==> src/rtl/q2_lcd.sv <==
// q2_lcd: memory-mapped HD44780-style LCD write port plus debounced keypad
// read port for the q2 CPU bus. CPU writes are queued in a small FIFO and
// played out with enable-pulse and settle timing after a fixed init sequence.

// One debounced key bit: the output follows the synchronised input only after
// DB_CYCLES consecutive samples that differ from the current output.
module q2_lcd_key_lane #(
  parameter int DB_CYCLES = 4
) (
  input  logic clk,
  input  logic rst,
  input  logic key_s,
  output logic key_db
);
  localparam int CW = $clog2(DB_CYCLES + 1);
  logic [CW-1:0] cnt;

  // Count agreeing-but-different samples; any sample equal to the current
  // output is a glitch back and restarts the count.
  always_ff @(posedge clk) begin
    if (rst) begin
      cnt    <= '0;
      key_db <= 1'b1;
    end else if (key_s == key_db) begin
      cnt <= '0;
    end else if (cnt == CW'(DB_CYCLES - 1)) begin
      key_db <= key_s;
      cnt    <= '0;
    end else begin
      cnt <= cnt + 1'b1;
    end
  end
endmodule

module q2_lcd #(
  parameter logic [11:0] IO_ADDR   = 12'hFFF,
  parameter int          E_CYCLES  = 2,
  parameter int          CMD_WAIT  = 4,
  parameter int          CLR_WAIT  = 100,
  parameter int          INIT_WAIT = 200,
  parameter int          DB_CYCLES = 4,
  parameter int          FIFO_LOG2 = 2
) (
  input  logic        clk,
  input  logic        rst,
  input  logic [11:0] abus,
  input  logic [11:0] dbus_in,
  input  logic        wrm,
  input  logic        rdm,
  output logic [11:0] dbus_out,
  output logic        dbus_oe,
  input  logic [3:0]  key_n,
  output logic        lcd_rs,
  output logic        lcd_e,
  output logic [7:0]  lcd_d,
  output logic        busy,
  output logic        overflow
);
  localparam int NUM_LANES = 4;
  localparam int DEPTH     = 1 << FIFO_LOG2;

  typedef enum logic [2:0] {INIT_DLY, INIT_CMD, IDLE, SETUP, PULSE, SETTLE} state_t;

  // ---------------- keypad ----------------
  logic [NUM_LANES-1:0] key_s1, key_s2, key_db;

  // Two-flop synchroniser for the asynchronous key inputs.
  always_ff @(posedge clk) begin
    if (rst) begin
      key_s1 <= '1;
      key_s2 <= '1;
    end else begin
      key_s1 <= key_n;
      key_s2 <= key_s1;
    end
  end

  for (genvar gi = 0; gi < NUM_LANES; gi++) begin : g_key
    q2_lcd_key_lane #(.DB_CYCLES(DB_CYCLES)) u_key (
      .clk    (clk),
      .rst    (rst),
      .key_s  (key_s2[gi]),
      .key_db (key_db[gi])
    );
  end

  assign dbus_out = {8'hFF, key_db};
  assign dbus_oe  = rdm && (abus == IO_ADDR);

  // ---------------- write capture + FIFO ----------------
  logic                 wrm_q;
  logic [8:0]           fifo_mem [DEPTH];
  logic [FIFO_LOG2-1:0] wr_ptr, rd_ptr;
  logic [FIFO_LOG2:0]   fifo_cnt;
  logic                 fifo_full, fifo_empty;
  logic                 push_req, push_ok, pop;
  logic [8:0]           wr_entry;
  logic                 unused_dbus;
  state_t               state;

  // Count never exceeds DEPTH, so its top bit alone means full.
  assign fifo_full  = fifo_cnt[FIFO_LOG2];
  assign fifo_empty = (fifo_cnt == '0);
  assign push_req   = wrm && !wrm_q && (abus == IO_ADDR);
  assign pop        = (state == IDLE) && !fifo_empty;
  // A pop in the same cycle frees the slot, so a full FIFO still accepts.
  assign push_ok    = push_req && (!fifo_full || pop);
  // Entry is {RS, D}: bit8 clear means character data (RS=1).
  assign wr_entry   = {~dbus_in[8], dbus_in[7:0]};
  assign unused_dbus = ^dbus_in[11:9];

  // Storage array; contents are don't-care until written.
  always_ff @(posedge clk) begin
    if (push_ok) fifo_mem[wr_ptr] <= wr_entry;
  end

  // Pointers, occupancy, strobe edge detect and the sticky drop flag.
  always_ff @(posedge clk) begin
    if (rst) begin
      wrm_q    <= 1'b0;
      wr_ptr   <= '0;
      rd_ptr   <= '0;
      fifo_cnt <= '0;
      overflow <= 1'b0;
    end else begin
      wrm_q <= wrm;
      if (push_ok) wr_ptr <= wr_ptr + 1'b1;
      if (pop)     rd_ptr <= rd_ptr + 1'b1;
      case ({push_ok, pop})
        2'b10:   fifo_cnt <= fifo_cnt + 1'b1;
        2'b01:   fifo_cnt <= fifo_cnt - 1'b1;
        default: fifo_cnt <= fifo_cnt;
      endcase
      if (push_req && !push_ok) overflow <= 1'b1;
    end
  end

  // ---------------- LCD sequencer ----------------
  logic [15:0] cnt;
  logic [15:0] settle_last;
  logic [1:0]  init_idx;
  logic        in_init;
  logic        cur_rs;
  logic [7:0]  cur_d;

  function automatic logic [7:0] init_cmd(input logic [1:0] i);
    case (i)
      2'd0:    return 8'h38;  // 8-bit, 2 lines, 5x8
      2'd1:    return 8'h0C;  // display on, cursor off
      2'd2:    return 8'h06;  // increment, no shift
      default: return 8'h01;  // clear
    endcase
  endfunction

  // Clear and home need the long settle; everything else the short one.
  assign settle_last = (!cur_rs && (cur_d == 8'h01 || cur_d == 8'h02)) ?
                       16'(CLR_WAIT - 1) : 16'(CMD_WAIT - 1);

  assign busy = in_init || fifo_full;

  // Transfer sequencer: outputs are registered and follow the state by one
  // clock, so SETUP presents RS/D and PULSE raises E on its first edge.
  always_ff @(posedge clk) begin
    if (rst) begin
      state    <= INIT_DLY;
      cnt      <= '0;
      in_init  <= 1'b1;
      init_idx <= '0;
      cur_rs   <= 1'b0;
      cur_d    <= '0;
      lcd_rs   <= 1'b0;
      lcd_d    <= '0;
      lcd_e    <= 1'b0;
    end else begin
      case (state)
        INIT_DLY: begin
          if (cnt == 16'(INIT_WAIT - 1)) begin
            cnt   <= '0;
            state <= INIT_CMD;
          end else begin
            cnt <= cnt + 16'd1;
          end
        end
        INIT_CMD: begin
          cur_rs   <= 1'b0;
          cur_d    <= init_cmd(init_idx);
          init_idx <= init_idx + 2'd1;  // wraps to 0 after the last command
          state    <= SETUP;
        end
        IDLE: begin
          if (!fifo_empty) begin
            {cur_rs, cur_d} <= fifo_mem[rd_ptr];
            state           <= SETUP;
          end
        end
        SETUP: begin
          lcd_rs <= cur_rs;
          lcd_d  <= cur_d;
          lcd_e  <= 1'b0;
          cnt    <= '0;
          state  <= PULSE;
        end
        PULSE: begin
          lcd_e <= 1'b1;
          if (cnt == 16'(E_CYCLES - 1)) begin
            cnt   <= '0;
            state <= SETTLE;
          end else begin
            cnt <= cnt + 16'd1;
          end
        end
        SETTLE: begin
          lcd_e <= 1'b0;
          if (cnt == settle_last) begin
            cnt <= '0;
            if (in_init && init_idx != 2'd0) begin
              state <= INIT_CMD;
            end else begin
              in_init <= 1'b0;
              state   <= IDLE;
            end
          end else begin
            cnt <= cnt + 16'd1;
          end
        end
        default: state <= INIT_DLY;
      endcase
    end
  end
endmodule

==> config.mk <==
export PLATFORM = sky130hd
export DESIGN_NAME = q2_lcd
export DESIGN_NICKNAME = d
export VERILOG_FILES = /design/src/rtl/q2_lcd.sv
export SDC_FILE = /design/constraint.sdc
export NUM_CORES = 1
export LEC_CHECK = 0
export CAP_MARGIN = 20
export CORE_ASPECT_RATIO = 0.7
export CORE_MARGIN = 1.5
export CORE_UTILIZATION = 50
export DETAILED_ROUTE_END_ITERATION = 8
export GPL_TIMING_DRIVEN = 0
export PLACE_DENSITY = 0.73
export SYNTH_ARGS = -nofsm -noshare
export SYNTH_HDL_FRONTEND = slang
export SYNTH_SLANG_ARGS = --single-unit
==> constraint.sdc <==
create_clock -name clk -period 3.4 [get_ports clk]
set_input_delay 1.02 -clock clk [delete_from_list [all_inputs] [get_ports clk]]
set_output_delay 1.02 -clock clk [all_outputs]
set_load 0.01 [all_outputs]
# After elaboration in Yosys (flattened, before gate mapping)
# Memories as Yosys holds them, arrays and structs flattened. A register that Yosys moved wholly into a read port is not among the register bits.
# Index checks and enable logic that the tools add are counted.
# W data, S select, Z words.
[op_classes]
muxes = 22
add_sub_neg = 10
eq_ne = 27
bitwise = 6
n_div = 0
n_lt_le_gt_ge = 0
shift = 0
n_reduce_logical = 36
mul = 0
[ops]
columns = ["operator", "count"]
rows = [
  ["$pmux W16 S4", 1],
  ["$mux W16", 3],
  ["$eq A3 B2 Y1 const B", 6],
  ["$pmux W3 S6", 1],
  ["$pmux W6 S3", 1],
  ["$add A16 B1 Y16 const B", 1],
  ["$eq A16 B1 Y1 const B", 1],
  ["$eq A16 B7 Y1", 1],
  ["$eq A16 B8 Y1 const B", 1],
  ["$pmux W8 S2", 1],
  ["$add A3 B1 Y3 const B", 5],
  ["$eq A12 B12 Y1 const B", 1],
  ["$mux W3", 4],
  ["$reduce_or A3 Y1", 4],
  ["$reduce_and A2 Y1", 5],
  ["$eq A8 B1 Y1 const B", 1],
  ["$eq A8 B2 Y1 const B", 1],
  ["$logic_and A1 B1 Y1", 8],
  ["$mux W8", 1],
  ["$ne A2 B2 Y1 const B", 4],
  ["$reduce_bool A2 Y1", 4],
  ["$mux W7", 1],
  ["$add A2 B1 Y2 const B", 3],
  ["$eq A3 B3 Y1 const B", 2],
  ["18 further kinds", 40],
]
[word_totals]
latch_bits = 0
input_bits = 32
wordCells = 126
rom_bits = 0
register_bits = 74
ram_bits = 36
memories = 1
[memory_table]
columns = ["memory", "depth", "width", "rd", "rd_ports_with_merged_regs", "wr", "line", "rtl"]
rows = [
  ["fifo_mem", 4, 9, 1, 1, 1, "92", "logic [8:0] fifo_mem [DEPTH];"],
]

# Logic depth before layout (Yosys ltp)
[depth]
ltp_word = 7
depth_mapped = 13
depth_no_buf = 11

# Cells and area by module
# From an unflattened synthesis, not the netlist that was laid out.
[unflattened]
hier_cells = 449
hier_area_um2 = 4958.5
[modules_own_cells]
columns = ["module", "cells_each", "area_per_inst_um2", "n_inst"]
rows = [
  ["q2_lcd", 397, 4312.9, 1],
  ["q2_lcd_key_lane", 13, 161.4, 4],
]

# Least setup slack after synthesis
# Ideal clock, no wire load.
[synth_timing]
path_kind = "input -> register"
start = "input port abus[2]"
end = "register fifo_cnt[2]"
arrival_time_ns = 2.731
cell_stages = 11
setup_slack_ns = 0.599
required_time_ns = 3.330
cell_sequence = "nand4_1 > nor3_1 > and3b_1 > and2_1 > inv_1 > ha_1 > inv_1 > fa_1 > xor2_1 > or3_1 > a21oi_1"
[synth_via]
elab_chain_len = 5
[synth_rtl]
columns = ["item", "line", "rtl"]
rows = [
  ["start, declared", "46", "input logic [11:0] abus,"],
  ["$eq A12 B12 Y1 *", "104", "assign push_req = wrm && !wrm_q && (abus == IO_ADDR);"],
  ["$logic_and A1 B1 Y1 *", "104", ""],
  ["$logic_and A1 B1 Y1 *", "107", "assign push_ok = push_req && (!fifo_full || pop);"],
  ["$eq A2 B1 Y1 / $eq A2 B2 Y1 (equally long branches)", "129", "case ({push_ok, pop})"],
  ["$pmux W3 S2 / $reduce_bool A2 Y1 (equally long branches)", "-", ""],
  ["end signal, assigned", "130", "2'b10: fifo_cnt <= fifo_cnt + 1'b1;"],
  ["end signal, assigned", "131", "2'b01: fifo_cnt <= fifo_cnt - 1'b1;"],
  ["end signal, assigned", "132", "default: fifo_cnt <= fifo_cnt;"],
  ["end, declared", "94", "logic [FIFO_LOG2:0] fifo_cnt;"],
]
# Every way passes the cells marked *; elsewhere a longest branch is shown, timed or not.
# A chain may end at the register's enable or synchronous reset.

# Worst setup path in the final report
[layout_timing]
start = "input port abus[5]"
end = "register fifo_cnt[2]"
# Same word-level chain as after synthesis.

==> metrics.md <==
| Metric | Value |
|---|---|
| Outcome | `finished, final reports clean` |
| Setup Buffers After CTS | `0` |
| Via count | `3579` |
| Final hold vios | `0` |
| Leading register cell type out of synthesis | `dfxtp_1` |
| Share of post-route cells with drive strength above 1 | `10.88%` |
| Final Wtd Congestion | `0.8586` |
| Slowest CP cell | `clkdlybuf4s50_1` |
| Cells along the critical path | `clkdlybuf4s50_1 -> nand4_1 -> nor3_2 -> and3b_1 -> and2_1 -> inv_1 -> ha_1 -> inv_1 -> fa_1 -> xor2_1 -> or3_1 -> a21oi_1` |
| 1st-iter DRT viols | `262` |
| Least-Margin Pin Slew | `0.7881 ns` |
| Fraction of registers with async set/reset | `0%` |
| Tmin final | `3.209 ns` |
| Post-Route Utilization | `62.38%` |
| Buffers on Ports | `44` |
| Max VDD drop | `0.2442 mV` |
| Post-Route WL | `9811 um` |
| Number of synthesized flops with an enable pin | `36` |
| Max-cap violations | `0` |
| Diode count | `0` |
| Leak | `2.042 nW` |
| Max Clk Rate | `311.6 MHz` |
| DRC | `0` |
| I/O pin cnt | `57` |
| Vias in the first global route | `3437` |
| Worst path max stage delay | `0.47 ns` |
| CP bufs+invs | `3` |
| Crit Path Max Fanout | `6` |
| Rows | `29` |
| Yosys warnings | `0` |
| Dominant cells by area after synthesis | `dfxtp_1 (32%), edfxtp_1 (22%), ha_1 (4.9%)` |
| CP Class | `input port to register` |
| CTS tree | `done` |
| GRT overflow | `0` |
| Post-Syn Area | `4817 um^2` |
| Setup WS post-layout | `0.1905 ns` |
| Fill cell count | `760` |
| Register area share after synthesis | `54.03%` |
| CTS Buffer Depth | `2` |
| CP arrival | `3.48 ns` |
| Initial core utilization | `52.27%` |
| Clk_skew | `0.005780 ns` |
| Hold Crit Class | `register to register` |
| Net count, final | `580` |
| CP Launch Type | `input port` |
| First-pass GRT wire length | `16170 um` |
| Unrepaired setup endpoints after global routing | `false` |
| Place WS | `-0.1842 ns` |
| Fin. max-slew vios | `0` |
| Root Buffer | `clkbuf_16` |
| Die ar. | `10240 um^2` |
| Netlist cell types | `49` |
| Crit path top cell by count | `inv_1` |
| FF+latch count, synth | `112` |
| Drt via density | `5.447` |
| Die Width | `120.3 um` |
| Syn Inst Count | `466` |
| Gr usage total | `20.15%` |
| Worst relative slew slack | `47.46%` |
| Overall power | `2.538 mW` |
| CP required | `3.67 ns` |
| Setup TNS | `0 ns` |
| Core region area | `9216 um^2` |
| Initial antenna violation count | `0` |
| Die Y-Extent | `85.12 um` |
| Post-route ant nets | `0` |
| Clk sinks | `112` |
| Crit-path leading delay family | `simple AND/OR/NAND/NOR gates` |
| TritonCTS Buffers | `9` |
| DRT Pass-1 Iters | `5` |
| Dpl hpwl | `7054 um` |
| Largest net degree at the start of global routing | `20` |
| Most instantiated cells after synthesis | `dfxtp_1 (76), nand2_1 (53), nor2_1 (45)` |
| Crit end category | `register` |
| Cell taking the most area after synthesis | `dfxtp_1` |
| Share of the synthesized area in the top cell type | `31.58%` |
| Reg clk slew, reported paths | `0.07 ns` |
| Clk_lat worst skew | `0.34 ns` |
| Htree depth | `3` |
| Power per Cell Area | `441.4 nW/um^2` |
| Area Overhead vs Synth | `19.35%` |
| Most frequent cell after synthesis | `dfxtp_1` |
| DR WL/cell | `14.93 um` |
| Part of the cycle the worst path needs | `94.40%` |
| Cts-stage hold buffer count | `0` |
| Final Setup Violations | `0` |
| Mapped Avg Cell Area | `10.34 um^2` |
final timing paths:
check	from	cells after the start	end	slack (ns)
worst max-delay path	abus[5]	12	fifo_cnt[2]	0.19
worst min-delay path	key_s1[0]	1	key_s2[0]	0.42
worst max register to register	state[2]	11	fifo_cnt[2]	0.43
worst min register to register	key_s1[0]	1	key_s2[0]	0.42
logic make-up after synthesis:
group / share of synthesized area, %
AO/OA/AOI/OAI: 7.403
XOR/XNOR: 2.182
flip-flops: 54.03
adder cells (fa/ha/maj): 5.351
multiplexers: 4.416
AND/OR/NAND/NOR: 21.51
buffers and inverters: 5.039
other: 0.07785
timing repair:
action	4_1_cts	5_1_grt
hold endpoints to repair	0	0
resized for setup	2	0
setup endpoints to repair	1	0
area by class of cell:
class / instances / area (um^2) / share of cell area (%)
sequential: 112 / 2603 / 45.27
tap: 124 / 155.1 / 2.699
buffer: 30 / 160.2 / 2.786
clock buffer: 11 / 264.0 / 4.592
timing repair buffer: 44 / 439.2 / 7.639
clock inverter: 5 / 42.54 / 0.7399
multi-input combinational: 309 / 2003 / 34.84
inverter: 22 / 82.58 / 1.436
power breakdown:
part,internal (mW),switching (mW)
Clock,0.573,0.481
Sequential,1.39,0.00595
Combinational,0.0479,0.0432
Total,2.01,0.531
per-stage QoR:
| step | instances | cell area (um^2) | hold WS [ns] |
|---|---|---|---|
| after global routing | 657 | 5749 | 0.4416 |
| final | 657 | 5749 | 0.4199 |
| after global placement | 641 | 5439 | 0.3933 |
| after CTS | 657 | 5749 | 0.4216 |
| after floorplan | 473 | 4843 | 0.3895 |
| after detailed placement | 641 | 5439 | 0.4013 |
layer usage:
layer	vias up	wire (um)	part of all wire [%]	GRT usage, %
li1	1738	-	-	-
met1	1697	4626	47	28.52
met2	135	4327	44	31.53
met3	9	770	7.8	5.242
met4	0	86	0.88	4.385
met5	-	0	0	0
flip-flops by register name, summed over array words and instances (netlist names), 4 cells and up, named ones only:
| register | cells |
|---|---|
| fifo_mem | 36 |
| cnt | 16 |
| g_key.u_key.cnt | 12 |
| cur_d | 8 |
| lcd_d | 8 |
| g_key.u_key.key_db | 4 |
| key_s1 | 4 |
| key_s2 | 4 |
worst register-to-register path, stage by stage (launching register included):
cell and delay, ns:
dfxtp_1 0.33, buf_2 0.18, nor2b_1 0.23, nand2b_1 0.08, clkbuf_1 0.20, nor2_1 0.51, ha_1 0.31, inv_1 0.07
fa_1 0.38, xor2_1 0.16, or3_1 0.30, a21oi_1 0.15
layout by cell type, fill, tap and decap left out, types with 13 or more instances in the layout:
cell             Yosys  layout
or3_1               16      16
or2_2               13      13
inv_1               22      22
nor2_1              45      45
clkdlybuf4s50_1      0      43
dfxtp_1             76      76
edfxtp_1            36      36
ha_1                19      19
clkbuf_1            13      13
nand3_1             30      30
nand2_1             53      53
a21oi_1             17      17
(Power assumes the default switching activity.)
